### config.mk
export PLATFORM = sky130hd
export DESIGN_NAME = snake_body
export DESIGN_NICKNAME = d
export VERILOG_FILES = /design/src/rtl/snake_body.sv
export SDC_FILE = /design/constraint.sdc
export NUM_CORES = 1
export LEC_CHECK = 0
export ABC_CLOCK_PERIOD_IN_PS = 8100
export CAP_MARGIN = 20
export CORE_MARGIN = 2
export CORE_UTILIZATION = 67
export DETAILED_ROUTE_END_ITERATION = 6
export PLACE_DENSITY = 0.91
export SLEW_MARGIN = 5
export SYNTH_ARGS = -nofsm -noshare
export SYNTH_HDL_FRONTEND = slang
export SYNTH_SLANG_ARGS = --single-unit
export TNS_END_PERCENT = 20
### constraint.sdc
create_clock -name clk -period 8.1 [get_ports clk]
set_clock_uncertainty 0.05 [all_clocks]
set_input_delay 1.62 -clock clk [delete_from_list [all_inputs] [get_ports clk]]
set_output_delay 1.62 -clock clk [all_outputs]
set_load 0.005 [all_outputs]
### src/rtl/snake_body.sv
// snake_body: snake head movement, body shifting, wall/self collision,
// food detection and per-cell occupancy lookup on a 32x24 grid.
module snake_body #(
    parameter int MAX_LEN  = 16,
    parameter int INIT_LEN = 3
) (
    input  logic       clk,
    input  logic       rst,
    input  logic [1:0] game_state,
    input  logic       step,
    input  logic [1:0] dir_req,
    input  logic [4:0] food_x,
    input  logic [4:0] food_y,
    input  logic [4:0] query_x,
    input  logic [4:0] query_y,
    output logic       get_food,
    output logic [4:0] head_x,
    output logic [4:0] head_y,
    output logic [4:0] length,
    output logic       crash,
    output logic       query_hit
);

    localparam logic [1:0] ST_INIT = 2'd0;
    localparam logic [1:0] ST_RUN  = 2'd1;
    localparam logic [1:0] ST_DEAD = 2'd2;

    localparam logic [1:0] GS_IDLE = 2'b00;
    localparam logic [1:0] GS_PLAY = 2'b01;

    localparam logic [1:0] DIR_UP    = 2'b00;
    localparam logic [1:0] DIR_DOWN  = 2'b01;
    localparam logic [1:0] DIR_LEFT  = 2'b10;
    localparam logic [1:0] DIR_RIGHT = 2'b11;

    localparam logic [4:0] MAX_LEN_V  = 5'(MAX_LEN);
    localparam logic [4:0] INIT_LEN_V = 5'(INIT_LEN);

    logic [4:0] seg_x_q [MAX_LEN];
    logic [4:0] seg_y_q [MAX_LEN];
    logic [4:0] seg_x_d [MAX_LEN];
    logic [4:0] seg_y_d [MAX_LEN];
    logic [4:0] init_x  [MAX_LEN];
    logic [4:0] init_y  [MAX_LEN];

    logic [4:0] length_q, length_d;
    logic [1:0] dir_cur_q, dir_cur_d;     // direction of the last executed move
    logic [1:0] dir_pend_q, dir_pend_d;   // direction the next step will take
    logic       crash_q, crash_d;
    logic       get_food_q, get_food_d;
    logic [1:0] fsm_q, fsm_d;

    logic [4:0] next_x, next_y;
    logic       wall;
    logic       eat;
    logic       eat_grow;
    logic [4:0] chk_lim;
    logic       step_go;
    logic       collide;

    logic [MAX_LEN-1:0] body_hit;
    logic [MAX_LEN-1:0] occ_hit;

    // Starting layout: a horizontal line heading right from (16,12).
    // Slots beyond the starting length are inactive, so their contents are don't-care.
    generate
        for (genvar gi = 0; gi < MAX_LEN; gi++) begin : g_init
            if (gi < INIT_LEN) begin : g_act
                localparam int X_INIT = 16 - gi;
                assign init_x[gi] = 5'(X_INIT);
            end else begin : g_idle
                assign init_x[gi] = 5'd0;
            end
            assign init_y[gi] = 5'd12;
        end
    endgenerate

    // Next head cell and wall test, using the direction the step will take
    always_comb begin
        next_x = seg_x_q[0];
        next_y = seg_y_q[0];
        wall   = 1'b0;
        case (dir_pend_q)
            DIR_UP: begin
                wall   = (seg_y_q[0] == 5'd0);
                next_y = seg_y_q[0] - 5'd1;
            end
            DIR_DOWN: begin
                wall   = (seg_y_q[0] == 5'd23);
                next_y = seg_y_q[0] + 5'd1;
            end
            DIR_LEFT: begin
                wall   = (seg_x_q[0] == 5'd0);
                next_x = seg_x_q[0] - 5'd1;
            end
            default: begin
                wall   = (seg_x_q[0] == 5'd31);
                next_x = seg_x_q[0] + 5'd1;
            end
        endcase
    end

    assign eat      = (next_x == food_x) && (next_y == food_y);
    assign eat_grow = eat && (length_q < MAX_LEN_V);
    // The tail normally vacates its cell on a move; when growing it stays put,
    // so the tail index joins the set of cells the new head may not enter.
    assign chk_lim  = eat_grow ? length_q : (length_q - 5'd1);

    // Per-segment compares: body collision against the next head, and
    // occupancy against the renderer probe.
    generate
        for (genvar gi = 0; gi < MAX_LEN; gi++) begin : g_cmp
            assign body_hit[gi] = (seg_x_q[gi] == next_x) && (seg_y_q[gi] == next_y)
                                  && (5'(gi) < chk_lim);
            assign occ_hit[gi]  = (seg_x_q[gi] == query_x) && (seg_y_q[gi] == query_y)
                                  && (5'(gi) < length_q);
        end
    endgenerate

    assign query_hit = |occ_hit;
    assign step_go   = (fsm_q == ST_RUN) && (game_state == GS_PLAY) && step;
    assign collide   = wall || (|body_hit);

    // Next-state logic: init on idle, otherwise FSM, step execution and direction latch
    always_comb begin
        for (int i = 0; i < MAX_LEN; i++) begin
            seg_x_d[i] = seg_x_q[i];
            seg_y_d[i] = seg_y_q[i];
        end
        length_d   = length_q;
        dir_cur_d  = dir_cur_q;
        dir_pend_d = dir_pend_q;
        crash_d    = crash_q;
        get_food_d = 1'b0;
        fsm_d      = fsm_q;

        if (game_state == GS_IDLE) begin
            for (int i = 0; i < MAX_LEN; i++) begin
                seg_x_d[i] = init_x[i];
                seg_y_d[i] = init_y[i];
            end
            length_d   = INIT_LEN_V;
            dir_cur_d  = DIR_RIGHT;
            dir_pend_d = DIR_RIGHT;
            crash_d    = 1'b0;
            fsm_d      = ST_INIT;
        end else begin
            case (fsm_q)
                ST_INIT: begin
                    if (game_state == GS_PLAY) begin
                        fsm_d = ST_RUN;
                    end
                end
                ST_RUN: begin
                    if (step_go) begin
                        if (collide) begin
                            crash_d = 1'b1;
                            fsm_d   = ST_DEAD;
                        end else begin
                            for (int i = 1; i < MAX_LEN; i++) begin
                                seg_x_d[i] = seg_x_q[i-1];
                                seg_y_d[i] = seg_y_q[i-1];
                            end
                            seg_x_d[0] = next_x;
                            seg_y_d[0] = next_y;
                            dir_cur_d  = dir_pend_q;
                            if (eat) begin
                                get_food_d = 1'b1;
                                if (eat_grow) begin
                                    length_d = length_q + 5'd1;
                                end
                            end
                        end
                    end
                end
                default: begin
                    fsm_d = ST_DEAD;
                end
            endcase

            // Compare against the direction in effect after this cycle so that a
            // request arriving with a step cannot reverse into the neck.
            if ((game_state == GS_PLAY) && ((dir_req ^ dir_cur_d) != 2'b01)) begin
                dir_pend_d = dir_req;
            end
        end
    end

    // State registers with synchronous reset to the init configuration
    always_ff @(posedge clk) begin
        if (rst) begin
            for (int i = 0; i < MAX_LEN; i++) begin
                seg_x_q[i] <= init_x[i];
                seg_y_q[i] <= init_y[i];
            end
            length_q   <= INIT_LEN_V;
            dir_cur_q  <= DIR_RIGHT;
            dir_pend_q <= DIR_RIGHT;
            crash_q    <= 1'b0;
            get_food_q <= 1'b0;
            fsm_q      <= ST_INIT;
        end else begin
            for (int i = 0; i < MAX_LEN; i++) begin
                seg_x_q[i] <= seg_x_d[i];
                seg_y_q[i] <= seg_y_d[i];
            end
            length_q   <= length_d;
            dir_cur_q  <= dir_cur_d;
            dir_pend_q <= dir_pend_d;
            crash_q    <= crash_d;
            get_food_q <= get_food_d;
            fsm_q      <= fsm_d;
        end
    end

    assign head_x   = seg_x_q[0];
    assign head_y   = seg_y_q[0];
    assign length   = length_q;
    assign crash    = crash_q;
    assign get_food = get_food_q;

endmodule

==> Word-level counts from Yosys, hierarchy flattened <==
Memory sizes are Yosys's and may differ from the RTL's.
Index checks and enable logic that the tools add are counted.
{ "word_totals": {"register_bits": 13, "input_bits": 27, "memories": 2, "romBits": 0, "latch_bits": 0, "word_cells": 298, "ramBits": 160, "output_inout_bits": 18} }
{ "memory_table": {"columns": ["name", "words", "word_bits", "read_ports", "rd_ports_with_merged_regs", "write_ports", "line", "source"], "rows": [
  ["seg_x_q", 16, 5, 16, 0, 16, "39", "logic [4:0] seg_x_q [MAX_LEN];"],
  ["seg_y_q", 16, 5, 16, 0, 16, "40", "logic [4:0] seg_y_q [MAX_LEN];"]
]} }
{ "op_classes": {"n_addsub": 6, "div_mod_pow": 0, "mux": 56, "order_cmp": 33, "eq_ne": 76, "reduce_logical": 83, "bitwise_logic": 36, "multipliers": 0, "n_shift": 0} }
{ "op_table": {"columns": ["operator", "count"], "rows": [
  ["$mux W80", 8],
  ["$eq A5 B5 Y1", 66],
  ["$mux W5", 33],
  ["$lt A4 B5 Y1 const A", 16],
  ["$logic_and A1 B1 Y1", 69],
  ["$lt A3 B5 Y1 const A", 8],
  ["$or A1 B1 Y1", 32],
  ["$reduce_or A16 Y1", 2],
  ["$lt A1 B5 Y1 const A", 4],
  ["$lt A2 B5 Y1 const A", 4],
  ["$pmux W5 S2", 2],
  ["$add A5 B1 Y5 const B", 3],
  ["$sub A5 B1 Y5 const B", 3],
  ["$mux W2", 7],
  ["$eq A5 B5 Y1 const B", 2],
  ["$logic_not A5 Y1", 2],
  ["$eq A2 B1 Y1 const B", 3],
  ["$logic_not A2 Y1", 3],
  ["$ne A2 B2 Y1 const B", 3],
  ["$reduce_and A3 Y1", 2],
  ["$lt A5 B5 Y1 const B", 1],
  ["$reduce_and A5 Y1", 1],
  ["$reduce_or A5 Y1", 1],
  ["$mux W1", 4],
  ["8 further kinds", 11]
]} }

==> Longest topological paths before layout <==
{ "logic_depth": {"depth_word": 18, "ltp_mapped": 26, "ltp_nobuf": 17} }

==> Least setup slack after synthesis <==
OpenSTA, ideal clock, no wires.
{ "synth_timing": {"kind": "register to register", "start": "register dir_pend_q[1]", "end": "register dir_pend_q[0]", "setup_time_ns": 0.133, "path_stages_with_launch": 25, "required_ns": 7.917, "n_path_buf": 9, "path_slack_ns": 3.055, "synth_period_minus_slack_ns": 5.045, "t_arrival_ns": 4.862, "path_cell_list": "dfxtp_1 buf_4 buf_6 buf_2 buf_2 buf_1 nand2_1 xnor2_1 ha_1 clkbuf_1 mux2i_1 xor2_1 o221ai_1 nor4_2 o21a_2 buf_6 nand2_4 mux2_2 o21ai_0 nand4b_4 or3_1 buf_4 buf_4 o31ai_1 o211ai_1"} }
{ "synth_between": {"elab_chain_cells": 18, "word_cells_on_any_way": 101, "classes_between": "order compare: 16; eq/ne: 37; mux: 8; bitwise: 1; reduce/logical: 39"} }
{ "synth_rtl": {"columns": ["element", "line", "source"], "rows": [
  ["start, declared", "48", "logic [1:0] dir_pend_q, dir_pend_d;"],
  ["start signal, assigned", "209", "dir_pend_q <= dir_pend_d;"],
  ["$eq A2 B1 Y1 or $logic_not A2 Y1 (tied branches)", "83", "case (dir_pend_q)"],
  ["$reduce_or A2 Y1 (no line)", null, null],
  ["$pmux W5 S2", "83", null],
  ["$eq A5 B5 Y1", "103", "assign eat = (next_x == food_x) && (next_y == food_y);"],
  ["$logic_and A1 B1 Y1", "103", null],
  ["$logic_and A1 B1 Y1", "104", "assign eat_grow = eat && (length_q < MAX_LEN_V);"],
  ["$mux W5", "107", "assign chk_lim = eat_grow ? length_q : (length_q - 5'd1);"],
  ["$lt A1 B5 Y1, or another cell as far along", "114", "&& (5'(gi) < chk_lim);"],
  ["(+2 left out)", null, null],
  ["$logic_or A1 B1 Y1", "122", "assign collide = wall || (|body_hit);"],
  ["$mux W2 (*)", "156", "if (collide) begin"],
  ["$mux W2 (*)", "155", "if (step_go) begin"],
  ["$mux W2 (*)", "148", "case (fsm_q)"],
  ["$mux W2 (*)", "137", "if (game_state == GS_IDLE) begin"],
  ["$xor A2 B2 Y2 (*)", "183", "if ((game_state == GS_PLAY) && ((dir_req ^ dir_cur_d) != 2'b01)) begin"],
  ["$ne A2 B1 Y1 (*)", "183", null],
  ["$logic_and A1 B1 Y1 (*)", "183", null]
]} }
Every way passes the cells marked *; elsewhere a longest branch is shown, timed or not. The select of a mux whose other input is x is not followed.
A chain may end at the register's enable or synchronous reset.

==> results.txt <==
* Sequential cell area fraction in the yosys report: 28.5%
- Global routing used 40.4% of the available tracks across all layers.
* Worst reg2reg startpoint: dir_pend_q[0]
- Die Height: 139 microns
* Register cell area after layout: 0.00346 sq mm
- The slowest stage of the critical path belongs to the cell or3_4.
- For this design the ratio of total power to cell area is 151 mW/mm^2.
* Drt drc: 0
- Switching part of the total: 28.2%
- The multi-input combinational cells in the finished layout cover a total of around 0.0080 sq mm.
- In this run the core area contains 49 standard-cell rows.
- Mapped Cells: 1,560
* Maximum achievable frequency: 0.149 GHz
* TritonCTS clock tree: done
- Top area cells in the synthesized netlist: dfxtp_1 29%, xnor2_1 13%, xor2_1 10%, nand2_1 10%, a21oi_1 5.9%
* Nature of the critical path startpoint: register
* Switch Pwr: 554 uW
- Synth async-reset ratio: 0%
- CTS Hold Buffers Added: 0
- Instance area after placement: 0.0124 sq mm
* Placement Setup Slack: 1560 ps
- Power Internal: 1410 uW
- For this design, the sink count on the clock tree is 173.
- The wire-length estimate of the detail-placed layout is around 27 mm.
- Utilization after layout: between 70 and 80%
* Setup repair after global routing missed its margin: false
- The number of hold violations in the final report was 0.
- Die width: 139 microns
- 0 antenna diodes ended up in the layout.
- Min-delay worst type: register to register
- The worst setup path is captured at a register.
* Critical path type: register to register
- The worst hold path terminates at fsm_q[0].
- The most used flip-flop cell after synthesis is dfxtp_1.
* Data arrival time of the critical path: 7040 ps
- Run status: finished clean
- The first routing iteration left between 1,500 and 2,000 violations.
- 45 I/O pins were placed.
- Slowest cell delay on critical path: 820 ps
- Library cell with the largest summed area after synthesis: dfxtp_1
- Clock-pin slew was measured on the worst setup and hold paths at 70 ps.
* Share of post-route cells with drive strength above 1: ~6.3%
- Counting flops with a built-in enable in the synthesized netlist gives 0.
- Yosys top cell area share: 28.5%
- CTS placed an instance of clkbuf_16 at the clock tree root.
- Count of nets after finishing: ~1,500
- Post CTS Setup Buffer Count: 0
- In this run the standard cell core region covers between 0.015 and 0.02 sq mm.
- Transition at the pin with the smallest max-transition slack: 1090 ps
- Setup violations remaining at the end of the flow were counted as 0.
- The detailed router placed about 12,000 vias in this run.
* Drt wl/cell: 22.3 microns
- Of all nets on the critical path, the largest fanout is 83.
* Critical path, cell by cell: nor2b_1 -> inv_1 -> ha_1 -> nor3b_1 -> o31ai_2 -> nand2_2 -> xor2_1 -> or4_1 -> a2111oi_0 -> o21ai_1 -> a31oi_1 -> or2_1 -> or3_4 -> buf_4 -> nand2_1 -> a21oi_1
* Number of unique standard cell types used by synthesis: 84
- Number of cell instances on the worst register-to-register path: 16
- Leak Pwr: between 0.004 and 0.005 uW
- Along the worst hold path, the cell count comes to 1.
- Of the total power, the clock network draws 43.8%.
- After layout, the minimum clock period comes to approximately 6700 ps.
- Worst path buffer plus inverter count: 2
- Number of antenna violations at the first check in global routing: 0
- Grouping stages by cell kind, the critical path spends the most delay in simple AND/OR/NAND/NOR gates.
- Wires add up to 39.1 mm.
- Number of buffers added by the clock tree synthesis step: 17
- With fillers left out, the area of the finished cells amounts to 0.0130 sq mm.
* Relative slew slack: 27.4%
* Longest Clk Path Bufs: 2
- Data required time at the worst endpoint: 8410 ps
* Number of global-route vias before repair: about 11,000
- Summing internal, switching and leakage power gives 1970 uW.
* Number of warning messages in the yosys log: 0
* Max-slew violation count: 0
- Flops & latches, synth: 173
- Leaving out fill and tap cells, the most frequent cell in the layout is nand2_1.
- Remaining antenna violation count: 0
- The worst register-to-register path ends at seg_x_q[1][26].
- Summed negative setup slack over all endpoints: 0 ps
- From synthesis to final layout, the design area changed by 7.23%.
- The number of gates resized after CTS was 0.
- The clock reaches the later pin of the worst-skew pair after around 450 ps.
* Leading cell types in the layout, fill and taps excluded: 329 x nand2_1, 185 x xnor2_1, 172 x dfxtp_1, 145 x xor2_1, 144 x a21oi_1
* Count of fill cells added during filler insertion: 1,386
- Combinational cell fraction of total power: between 10% and 20%
* Setup WS post-layout: 1370 ps
- The count of buffers added on input and output ports is between 40 and 50.
- For this run, the detailed router's first-pass iteration total came to 6.
* Largest net degree at the start of global routing: 95
- Mapped Avg Cell Area: 7.78 sq um
* Reg2reg setup slack: 1370 ps
- Summing every instance area after synthesis gives 0.0121 sq mm.
- Start point of the worst min-delay path: fsm_q[1]
* Initial Utilization: roughly two thirds
- The total overflow left after global routing is 0.
- Using the TritonRoute via totals, the vias-per-cell ratio works out to 6.61.
- The first global-routing pass estimated roughly 61 mm of wire.
- Final worst path period share: 83.0%
- The floorplan step defined a die boundary enclosing 0.0192 sq mm.
* Net Count, Synth: roughly 1,600
* Routability congestion estimate: between 1 and 1.5
- Max VDD drop: 0.156 mV
* Max-cap check violation count: 0
- In this run the number of H-tree levels came out at 4.
* Share of power burned in registers: 44.0%
sequential cells by signal, indices dropped and copies added (netlist names):
name        flops
seg_x_q        80
dir_pend_q      2
fsm_q           2
dir_cur_q       2
crash           1
length          5
get_food        1
seg_y_q        80
layer usage:
layer | vias to the layer above | wire length [microns] | track usage, %
met5 | - | 0 | 0
met4 | 0 | 1730 | 17.1
met3 | 166 | 4840 | 10.9
met2 | 794 | 17000 | 61.3
met1 | 5408 | 15500 | 54.8
li1 | 5200 | - | -
power by group through the flow:
stage / Clock, uW / Combinational [uW] / Sequential (uW)
6_report: 862 / 240 / 864
5_1_grt: 894 / 254 / 864
4_1_cts: 858 / 231 / 864
3_5_place_dp: 0 / 229 / 884
3_3_place_gp: 0 / 224 / 883
2_1_floorplan: 0 / 170 / 879
worst max path at each step:
stage	startpoint	cells after the start	end
3_5_place_dp	query_x[1]	8	query_hit
4_1_cts	query_x[1]	8	query_hit
2_1_floorplan	dir_pend_q[1]	24	dir_pend_q[0]
6_report	dir_pend_q[0]	16	seg_x_q[1][26]
3_3_place_gp	query_y[0]	8	query_hit
5_1_grt	dir_pend_q[0]	16	seg_x_q[1][26]
worst reg2reg max path, cell delays in order, from the launching register on:
cell	delay (ps)
dfxtp_1	670
nor2b_1	340
inv_1	130
ha_1	390
nor3b_1	210
o31ai_2	450
nand2_2	450
xor2_1	280
or4_1	580
a2111oi_0	730
o21ai_1	150
a31oi_1	240
or2_1	300
or3_4	820
buf_4	530
nand2_1	140
a21oi_1	170
kinds of logic (layout without fill, tap and decap cells):
kind of cell    after synthesis  count (layout)  share of synthesized area [%]
fa+ha+maj                     8               8                          0.886
xor+xnor                    341             341                           26.0
flops                       173             173                           28.5
compound gates              276             276                           14.5
simple gates                600             600                           23.1
buf+inv                     154             114                           6.08
mux                           8               8                          0.917
area by class of cell:
cell class              count  share of cell area [%]
clock inverters            15                    1.33
repair buffers             67                    5.04
well taps                 229                    2.20
multi-input cells        1233                    61.1
clock buffers              17                    3.27
inverters                  15                   0.432
flip-flops and latches    173                    26.6
cell usage after synthesis (4+ instances only):
cell and instances:
nand4_1 30, nor3_1 35, nand2_1 329, xor2_1 145, buf_2 26, o21ai_0 19
o211ai_1 10, a2111oi_0 16, buf_4 16, buf_1 9, a21oi_1 144, and3_1 11
nand3_1 64, a21boi_0 5, nand2b_1 11, o31ai_1 5, nor2b_1 8, dfxtp_1 173
o21a_1 4, a31oi_1 13, nand4b_1 4, o31a_1 4, o2111ai_1 7, xnor3_1 8
o22ai_1 8, or2_2 5, or3_1 13, a211oi_1 4, nor2_1 36, xnor2_1 185
clkbuf_1 79, inv_1 14, nor4_1 29, ha_1 7, buf_6 9
metrics by stage:
stage	hold WS [ps]	cells
6_report	396	1749
5_1_grt	426	1749
4_1_cts	391	1747
3_5_place_dp	382	1715
3_3_place_gp	374	1715
2_1_floorplan	363	1560
(Power assumes the default switching activity.)
